## config.mk

```make
export PLATFORM = sky130hd
export DESIGN_NAME = sum_acc_flat
export DESIGN_NICKNAME = d
export VERILOG_FILES = /design/src/rtl/sum_acc_pkg.sv /design/src/rtl/sum_acc_if.sv /design/src/rtl/sum_acc.sv /design/src/flat_wrapper.sv
export SDC_FILE = /design/constraint.sdc
export NUM_CORES = 1
export LEC_CHECK = 0
export CELL_PAD_IN_SITES_DETAIL_PLACEMENT = 0
export CELL_PAD_IN_SITES_GLOBAL_PLACEMENT = 1
export CORE_MARGIN = 2
export CORE_UTILIZATION = 43
export DETAILED_ROUTE_END_ITERATION = 7
export GPL_ROUTABILITY_DRIVEN = 0
export PLACE_DENSITY_LB_ADDON = 0.12
export SLEW_MARGIN = 10
export SYNTH_ARGS = -nofsm -noshare
export SYNTH_HDL_FRONTEND = slang
export SYNTH_SLANG_ARGS = --single-unit
```

## constraint.sdc

```tcl
create_clock -name clk -period 4.1 [get_ports clk]
set_clock_uncertainty 0.15 [all_clocks]
set_input_delay 0.41 -clock clk [delete_from_list [all_inputs] [get_ports clk]]
set_output_delay 0.41 -clock clk [all_outputs]
set_load 0.05 [all_outputs]
```

## src/rtl/sum_acc_pkg.sv

```systemverilog
// Shared types for the sum_acc batch accumulator.
// Holds the FSM state encoding and the width of one adder sample.
package sum_acc_pkg;
    localparam int SAMPLE_W = 5;

    typedef enum logic [1:0] {
        IDLE,
        ACCUM,
        HOLD
    } state_t;
endpackage

```

## src/rtl/sum_acc_if.sv

```systemverilog
// Sample-in / total-out handshake bundle for sum_acc.
// The master side is the producer of samples and the consumer of totals.
interface sum_acc_if #(
    parameter int ACC_W = 8
);
    logic             In_valid;
    logic [3:0]       O;
    logic             Carry;
    logic             In_ready;
    logic             Out_valid;
    logic             Out_ready;
    logic [ACC_W-1:0] Total;
    logic             Ovf;

    modport master (
        output In_valid, O, Carry, Out_ready,
        input  In_ready, Out_valid, Total, Ovf
    );

    modport slave (
        input  In_valid, O, Carry, Out_ready,
        output In_ready, Out_valid, Total, Ovf
    );
endinterface

```

## src/rtl/sum_acc.sv

```systemverilog
// Accumulates N_SAMPLES 5-bit adder results {Carry,O} into one batch total.
// Define SUM_ACC_SAT_EN to clamp the total on overflow instead of wrapping.
module sum_acc
    import sum_acc_pkg::*;
#(
    parameter int N_SAMPLES = 4,
    parameter int ACC_W     = 8
) (
    input  logic     clk,
    input  logic     rst_n,
    sum_acc_if.slave bus
);
    localparam int CNT_W = 8;

    state_t           state;
    logic [ACC_W-1:0] acc;
    logic [CNT_W-1:0] count;
    logic             ovf;
    logic             in_ready;
    logic             out_valid;

    logic [ACC_W:0]   sample;
    logic [ACC_W:0]   sum;
    logic [ACC_W-1:0] next_acc;
    logic             accept;
    logic             last;
    logic             add_ovf;

    // acc is zero in IDLE, so the first accept of a batch is a plain load via the same adder
    always_comb begin
        sample  = (ACC_W+1)'({bus.Carry, bus.O});
        accept  = bus.In_valid && in_ready;
        sum     = {1'b0, acc} + sample;
        add_ovf = sum[ACC_W];
        last    = (count + CNT_W'(1)) == CNT_W'(N_SAMPLES);
`ifdef SUM_ACC_SAT_EN
        next_acc = (add_ovf || ovf) ? '1 : sum[ACC_W-1:0];
`else
        next_acc = sum[ACC_W-1:0];
`endif
    end

    always_ff @(posedge clk or negedge rst_n) begin
        if (!rst_n) begin
            state     <= IDLE;
            acc       <= '0;
            count     <= '0;
            ovf       <= 1'b0;
            in_ready  <= 1'b1;
            out_valid <= 1'b0;
        end else begin
            case (state)
                IDLE, ACCUM: begin
                    if (accept) begin
                        acc   <= next_acc;
                        count <= count + CNT_W'(1);
                        ovf   <= ovf | add_ovf;
                        if (last) begin
                            state     <= HOLD;
                            in_ready  <= 1'b0;
                            out_valid <= 1'b1;
                        end else begin
                            state <= ACCUM;
                        end
                    end
                end
                HOLD: begin
                    if (bus.Out_ready) begin
                        state     <= IDLE;
                        acc       <= '0;
                        count     <= '0;
                        ovf       <= 1'b0;
                        in_ready  <= 1'b1;
                        out_valid <= 1'b0;
                    end
                end
                default: state <= IDLE;
            endcase
        end
    end

    assign bus.In_ready  = in_ready;
    assign bus.Out_valid = out_valid;
    assign bus.Total     = acc;
    assign bus.Ovf       = ovf;
endmodule

```

## src/flat_wrapper.sv

```systemverilog
// flat-port wrapper written by rule: the top's interface ports become plain ports
module sum_acc_flat import sum_acc_pkg::*;
#(
    parameter int N_SAMPLES = 4,
    parameter int ACC_W     = 8
)
  (clk, rst_n, bus_In_valid, bus_O, bus_Carry, bus_Out_ready, bus_In_ready, bus_Out_valid, bus_Total, bus_Ovf);
  sum_acc_if #(.ACC_W(ACC_W)) bus_i ();
  input  logic clk;
  input  logic rst_n;
  input wire logic [$bits(bus_i.In_valid)-1:0] bus_In_valid;
  input wire logic [$bits(bus_i.O)-1:0] bus_O;
  input wire logic [$bits(bus_i.Carry)-1:0] bus_Carry;
  input wire logic [$bits(bus_i.Out_ready)-1:0] bus_Out_ready;
  output wire logic [$bits(bus_i.In_ready)-1:0] bus_In_ready;
  output wire logic [$bits(bus_i.Out_valid)-1:0] bus_Out_valid;
  output wire logic [$bits(bus_i.Total)-1:0] bus_Total;
  output wire logic [$bits(bus_i.Ovf)-1:0] bus_Ovf;
  assign bus_i.In_valid = bus_In_valid;
  assign bus_i.O = bus_O;
  assign bus_i.Carry = bus_Carry;
  assign bus_i.Out_ready = bus_Out_ready;
  assign bus_In_ready = bus_i.In_ready;
  assign bus_Out_valid = bus_i.Out_valid;
  assign bus_Total = bus_i.Total;
  assign bus_Ovf = bus_i.Ovf;
  sum_acc #(.N_SAMPLES(N_SAMPLES), .ACC_W(ACC_W)) u_core (.clk(clk), .rst_n(rst_n), .bus(bus_i));
endmodule
```

======== Word level (Yosys, flattened, before mapping) ========
Index checks and enable logic that the tools add are counted.
storage, ports and cells
  register bits ........................... 21
  bits of input ports ..................... 9
  logic and storage cells ................. 41
cells by class
  add/sub/neg operators ................... 2
  equal/unequal tests ..................... 6
  multiplexer cells ....................... 19
  bitwise gates (word level) .............. 1
  reduce and logical (&&, ||, !) cells .... 7
operators by type and width
  cell                                                                      count
  8-bit case mux with 2 select lines                                        2
  8-bit 2-to-1 mux                                                          3
  8-bit by 5-bit adder with 9-bit output                                    1
  8-bit by 1-bit adder with 8-bit output (second input constant)            1
  8-bit by 3-bit == test with 1-bit output (second input constant)          1
  1-bit 2-to-1 mux                                                          7
  2-bit 2-to-1 mux                                                          3
  1-bit case mux with 2 select lines                                        3
  2-bit by 1-bit inequality test with 1-bit output (second input constant)  2
  2-bit case mux with 2 select lines                                        1
  4-bit AND reduction                                                       1
  3-bit AND reduction                                                       1
  2-bit by 1-bit == test with 1-bit output (second input constant)          1
  2-bit == test (second input constant)                                     1
  2-bit zero test                                                           1
  2-bit inequality test (second input constant)                             1
  2-bit AND reduction                                                       1
  2-bit nonzero test                                                        1
  2-bit OR reduction                                                        1
  1-bit logical AND                                                         1
  1-bit bitwise OR                                                          1

======== Depth between registers and ports, before layout ========
Gate-level depths: netlist (run 1).
  depth in word-level cells ............... 5
  gate-level depth with buffers ........... 6

======== Worst setup path before layout (run 1) ========
No wires, ideal clock.
  path type ............................... flip-flop to flip-flop
  start ................................... register u_core.acc[0] (netlist: u_core.bus.Total[0])
  end ..................................... register u_core.ovf (netlist: u_core.bus.Ovf)
  setup time .............................. 0.126 ns
  arrival ................................. 2.077 ns
  path slack .............................. 1.747 ns
  cell stages (with the launch flop) ...... 7
  period minus slack after synthesis ...... 2.353 ns
  cells stage by stage .................... dfrtp_1 -> ha_1 -> fa_1 -> a21o_1 -> a21o_1 -> and2_1 -> o311a_1
on the way
  cells in the longest elaborated chain, start to end .. 4
ends and longest elaborated chain
  element                                 line           text
  start: declaration                      sum_acc.sv:16  logic [ACC_W-1:0] acc;
  start signal: assignment                sum_acc.sv:55  acc <= next_acc;
  8-bit by 5-bit adder with 9-bit output  sum_acc.sv:33  sum = {1'b0, acc} + sample;
  1-bit bitwise OR                        sum_acc.sv:57  ovf <= ovf | add_ovf;
  1-bit 2-to-1 mux                        sum_acc.sv:54  if (accept) begin
  1-bit case mux with 2 select lines      sum_acc.sv:52  case (state)
  end signal: assignment                  sum_acc.sv:57
  end: declaration                        sum_acc.sv:18  logic ovf;
No other way between the ends. The select of a mux whose other input is x is not followed.
A chain may end at the register's enable or synchronous reset.

======== Final worst setup path (run 1) ========
  start ................................... register u_core.in_ready (netlist: u_core.bus.In_ready)
  end ..................................... output port bus_In_ready
RTL lines
  element                   line                text
  start: declaration        sum_acc.sv:19       logic in_ready;
  start signal: assignment  sum_acc.sv:49       in_ready <= 1'b1;
  start signal: assignment  sum_acc.sv:60       in_ready <= 1'b0;
  start signal: assignment  sum_acc.sv:73       in_ready <= 1'b1;
  end: declaration          flat_wrapper.sv:15  output wire logic [$bits(bus_i.In_ready)-1:0] bus_In_ready;
No word-level cell between the ends.

==> results of run 1 <==
[how the worst max path moves through the flow]
| stage | depth (start not counted) | endpoint | from |
|---|---|---|---|
| 3_5_place_dp | 5 | u_core.count[2] | bus_In_valid |
| 3_3_place_gp | 7 | u_core.bus.Ovf | bus_O[0] |
| 5_1_grt | 5 | u_core.count[2] | bus_In_valid |
| 4_1_cts | 5 | u_core.count[2] | bus_In_valid |
| 2_1_floorplan | 6 | u_core.bus.Ovf | u_core.bus.Total[0] |
| 6_report | 1 | bus_In_ready | u_core.bus.In_ready |
[kinds of logic after synthesis]
kind of cell / after synthesis / share of synthesized area (%)
and+or+nand+nor: 45 / 19.0
AOI/OAI and AO/OA: 41 / 21.4
DFF: 21 / 42.5
adders and majority gates: 8 / 8.68
xor gates and xnor gates: 6 / 4.24
buffers and inverters: 6 / 2.62
muxes: 2 / 1.61
[worst min-delay path: cells and delay by family, from the launching register on]
| family | cells | cell delay (ns) |
|---|---|---|
| compound gates | 1 | 0.07 |
| flops | 1 | 0.36 |
| simple gates | 1 | 0.05 |
[final cells by class]
type	count	area, um2
clock buffer	4	26.3
inverter	1	3.75
sequential	21	527
multi-input combinational	102	681
fill	264	1290
timing repair buffer	19	190
tap	31	38.8
[stage by stage]
stage / utilization, % / setup WS [ns] / area, um2 / power [W] / hold slack (ns)
after floorplan: - / 1.75 / 1240 / 0.000216 / -0.0356
after CTS: 53.2 / 1.84 / 1470 / 0.000333 / 0.366
after detailed placement: 52.2 / 1.51 / 1440 / 0.000230 / 0.335
final: 53.2 / 1.85 / 1470 / 0.000328 / 0.357
after global placement: 52.2 / 1.56 / 1440 / 0.000229 / 0.325
after global routing: 53.2 / 1.71 / 1470 / 0.000345 / 0.399
[power by group]
| part | leakage, nW | total (W) | switching [W] | internal [W] |
|---|---|---|---|---|
| logic | 0.374 | 0.0000181 | 0.00000874 | 0.00000938 |
| registers | 0.290 | 0.000207 | 0 | 0.000207 |
| clock network | 0.0150 | 0.000102 | 0.0000643 | 0.0000380 |
[cells in the mapped netlist, types with 3 or more instances]
cell type | number | area share (%)
a211oi_1 | 5 | 3.0
a21o_1 | 4 | 2.4
a22o_1 | 3 | 2.1
and2_1 | 3 | 1.5
and3_1 | 3 | 1.5
dfrtp_1 | 20 | 40
ha_1 | 7 | 7.1
nand2_1 | 12 | 3.6
nand3_1 | 4 | 1.6
nand3b_1 | 4 | 2.4
nand4_1 | 4 | 2.0
nor2_1 | 8 | 2.4
nor3_1 | 3 | 1.2
o21ai_0 | 17 | 6.9
xnor2_1 | 4 | 2.8
[registers in the layout (all words and copies together) (netlist names)]
| signal | count |
|---|---|
| u_core.bus.Ovf | 1 |
| u_core.bus.Out_valid | 1 |
| u_core.bus.Total | 8 |
| u_core.bus.In_ready | 1 |
| u_core.state | 2 |
| u_core.count | 8 |
[per-layer routing]
layer	track usage [%]	part of all wire, %	wire [um]	vias up
met5	0	0	0	-
met4	7.97	1.8	46	0
met3	2.01	3.7	97	5
met2	28.1	48	1250	25
met1	23.9	46	1210	475
li1	-	-	-	515
==> flow_summary.json, run 1 <==
{
  "status": "finished clean",
  "synth_top_flop_cell": "dfrtp_1",
  "synth_area_um2": 1240,
  "cp.arrival_ns": 1.69,
  "worst_pin_slew_ns": 0.965,
  "die_area_um2": 3330,
  "irDropWorstVdd_mv": 0.227,
  "hold_end": "u_core.bus.Out_valid",
  "via_per_inst": 5.73,
  "portBuffers": 19,
  "htreeDepth": 1,
  "relSlewSlack_pct": 35.4,
  "fp.coreArea_um2": 2760,
  "path_max_fanout": 5,
  "initial_core_util_pct": 45.0,
  "post_cts_buffers": 0,
  "grt_overflow": 0,
  "r2r_start": "u_core.bus.Total[0]",
  "timing.final.crit_share_pct": 55.0,
  "p_per_area_nw_per_um2": 223,
  "reg2reg_to": "u_core.bus.Ovf",
  "syn-num-nets": 146,
  "async_flop_share_pct": 100,
  "worst-path-buf-inv": 1,
  "p_leak_nw": 0.679,
  "final_max_slew_viol_count": 0,
  "finalNonFillerCells": 178,
  "synth_warnings": 0,
  "postCtsResizedCells": 0,
  "r2r_setup_slack_ns": 1.92,
  "holdCritStartpoint": "u_core.bus.Out_valid",
  "antennaDiodeCount": 0,
  "fin_nets": 165,
  "endpoint_kind": "output port",
  "area_delta_synth_final_pct": 18.3,
  "drv_cap": 0,
  "grt.total_usage_pct": 17.6,
  "fmax_mhz": 444,
  "numCtsBuffers": 3,
  "die_y_um": 57.7,
  "cts_tree": "built",
  "path_class": "reg2out",
  "synth-edff-count": 0,
  "ant_nets": 0,
  "wl_per_cell_um": 14.6,
  "grt_pass1_wl_um": 4470,
  "dp_cells": 174,
  "antenna_found_initial": 0,
  "post-route-min-period_ns": 2.25,
  "min_path_type": "reg2reg",
  "syn_inst": 129,
  "drtIter0Drc": 25,
  "worst_hold_path.num_cells": 2,
  "hold_violations": 0,
  "rr_worst_depth": 6,
  "io_pins": 20,
  "yosysSeqAreaShare_pct": 42.5,
  "clk-insertion-delay-late_ns": 0.30,
  "drive_above_1_share_pct": 3.40,
  "die_w_um": 57.7,
  "synth_cell_types": 35,
  "fp-row-count": 19,
  "fin_tns_setup_ns": 0,
  "startpoint_type": "flop",
  "layout_common_cells": "dfrtp_1, clkdlybuf4s50_1, o21ai_0",
  "clk_pin_slew_worst_paths_ns": 0.12,
  "drc": 0,
  "synth.avg_cell_area_um2": 9.61,
  "root_buffer": "clkbuf_4",
  "cts.sinks": 21,
  "routed_wl_um": 2600,
  "grt_max_degree": 22,
  "hpwlAfterDp_um": 1870,
  "setup_violations": 0,
  "drt_pass1_iterations": 4,
  "max_stage_delay_ns": 0.81,
  "cts_buffer_depth": 2,
  "cp.required_ns": 3.54,
  "rsz0062_at_grt": "no",
  "critPathSlowestCell": "clkdlybuf4s50_1",
  "num_vias": 1020,
  "synth-seq-cells": 21,
  "ctsHoldBuffers": 0,
  "critical-path-top-delay-family": "buffers and inverters",
  "layout_commonest_cell": "dfrtp_1",
  "grt_pass1_vias": 985,
  "path_cells": "clkdlybuf4s50_1"
}
No activity file was read; power rests on OpenSTA's default activity.
==> run 2: changes to the inputs <==
CORE_UTILIZATION = 40   (was 43)
clock period = 2.3 ns   (was 4.1 ns; I/O delays follow)
==> run 2 against run 1 <==
Global-route usage is 0.30 points higher; setup slack worse by 1.7 ns; worst hold slack worse by 0.27 ns; die area is 7.0% higher; largest power group unchanged.
==> flow_summary.json, run 2 (synthesized netlist as in run 1, its figures left out) <==
{
  "status": "finished clean",
  "cp.required_ns": 2.37,
  "fin_nets": 171,
  "fp-row-count": 20,
  "setup_violations": 0,
  "ant_nets": 0,
  "dp_slack_ns": -0.0743,
  "multi_input_area_um2": 681,
  "p_leak_nw": 0.711,
  "relSlewSlack_pct": 40.3,
  "hold_violations": 0,
  "die_y_um": 59.7,
  "die_w_um": 59.7,
  "antennaDiodeCount": 0,
  "ctsHoldBuffers": 0,
  "num_vias": 1068,
  "path_class": "reg2reg",
  "drc": 0,
  "postCtsResizedCells": 0,
  "drv_cap": 0,
  "post-route-min-period_ns": 2.15,
  "clk_pin_slew_worst_paths_ns": 0.14,
  "area_delta_synth_final_pct": 22.3,
  "die_area_um2": 3560,
  "timing.final.crit_share_pct": 93.5,
  "p_per_area_nw_per_um2": 392,
  "cts_buffer_depth": 2,
  "root_buffer": "clkbuf_4",
  "grt_overflow": 0,
  "regArea_um2": 528,
  "clk-insertion-delay-late_ns": 0.32,
  "min_path_type": "in2async",
  "timing.hold.ws_ns": 0.0914,
  "irDropWorstVdd_mv": 0.205,
  "layout_common_cells": "clkdlybuf4s50_1, dfrtp_1, o21ai_0",
  "endpoint_kind": "flop",
  "grt_pass1_wl_um": 4660,
  "cts_tree": "built",
  "routed_wl_um": 2840,
  "grt.total_usage_pct": 17.9,
  "portBuffers": 19,
  "hpwlAfterDp_um": 1950,
  "numCtsBuffers": 3,
  "htreeDepth": 1,
  "setup_ws_ns": 0.148,
  "drtIter0Drc": 44,
  "drive_above_1_share_pct": 8.50,
  "antenna_found_initial": 0,
  "post_cts_buffers": 0,
  "r2r_setup_slack_ns": 0.15,
  "io_pins": 20,
  "initial_core_util_pct": 41.3,
  "cp.arrival_ns": 2.22,
  "via_per_inst": 5.74,
  "wl_per_cell_um": 15.3,
  "cts.sinks": 21,
  "grt_pass1_vias": 1011,
  "drt_pass1_iterations": 4,
  "worst_pin_slew_ns": 0.893,
  "fmax_mhz": 465,
  "path_max_fanout": 3,
  "fillerInstances": 293,
  "startpoint_type": "flop",
  "rsz0062_at_grt": "no",
  "grt_max_degree": 22,
  "fp.coreArea_um2": 3000,
  "final_max_slew_viol_count": 0
}
==> run 2: cell count changes in the layout (fill, tap and decap cells not counted), sizes merged <==
cell,delta
clkbuf,-1
buf,+6
clkinv,+1
==> run 2: final timing paths <==
check	start	end	cells after the start
worst min-delay path	rst_n	u_core.bus.Total[5]	2
worst max register to register	u_core.bus.Total[0]	u_core.bus.Ovf	6
worst min register to register	u_core.bus.Out_valid	u_core.bus.Out_valid	2
max in group asynchronous	rst_n	u_core.bus.In_ready	2
min in group clk	u_core.bus.Out_valid	u_core.bus.Out_valid	2
worst max-delay path	u_core.bus.Total[0]	u_core.bus.Ovf	6
==> run 2: final cells by class <==
class | count | area share [%]
multi-input combinational | 102 | 44.9
inverter | 1 | 0.248
tap | 33 | 2.72
clock inverter | 1 | 0.330
sequential | 21 | 34.8
timing repair buffer | 25 | 15.5
clock buffer | 3 | 1.49
==> run 2: power by group <==
part / switching (W) / internal [W] / leakage [nW]
Clock: 0.000127 / 0.0000651 / 0.0177
Combinational: 0.0000160 / 0.0000178 / 0.405
Sequential: 0 / 0.000369 / 0.288
==> run 2: routing by layer <==
metal / GRT usage (%) / part of all wire (%) / vias to the layer above
met5: 0 / 0 / -
met4: 6.67 / 1.5 / 0
met3: 1.95 / 3.7 / 5
met2: 29.5 / 48 / 19
met1: 24.0 / 46 / 515
li1: - / - / 529
==> run 2: critical path, stage by stage, from the launching register on <==
cell and delay [ns]:
dfrtp_2 0.44, ha_1 0.23, fa_1 0.40, a21o_1 0.19, a21o_1 0.20, and2_1 0.17
o311a_1 0.29
==> run 2: stage by stage <==
stage,instance area [um2],TNS (ns),utilization [%],power [W],instances
after floorplan,1240,0,-,0.000385,129
after global placement,1490,-0.0158,49.6,0.000410,182
after detailed placement,1490,-0.0743,49.6,0.000411,182
after CTS,1520,0,50.5,0.000604,186
after global routing,1520,0,50.5,0.000624,186
final,1520,0,50.5,0.000595,186
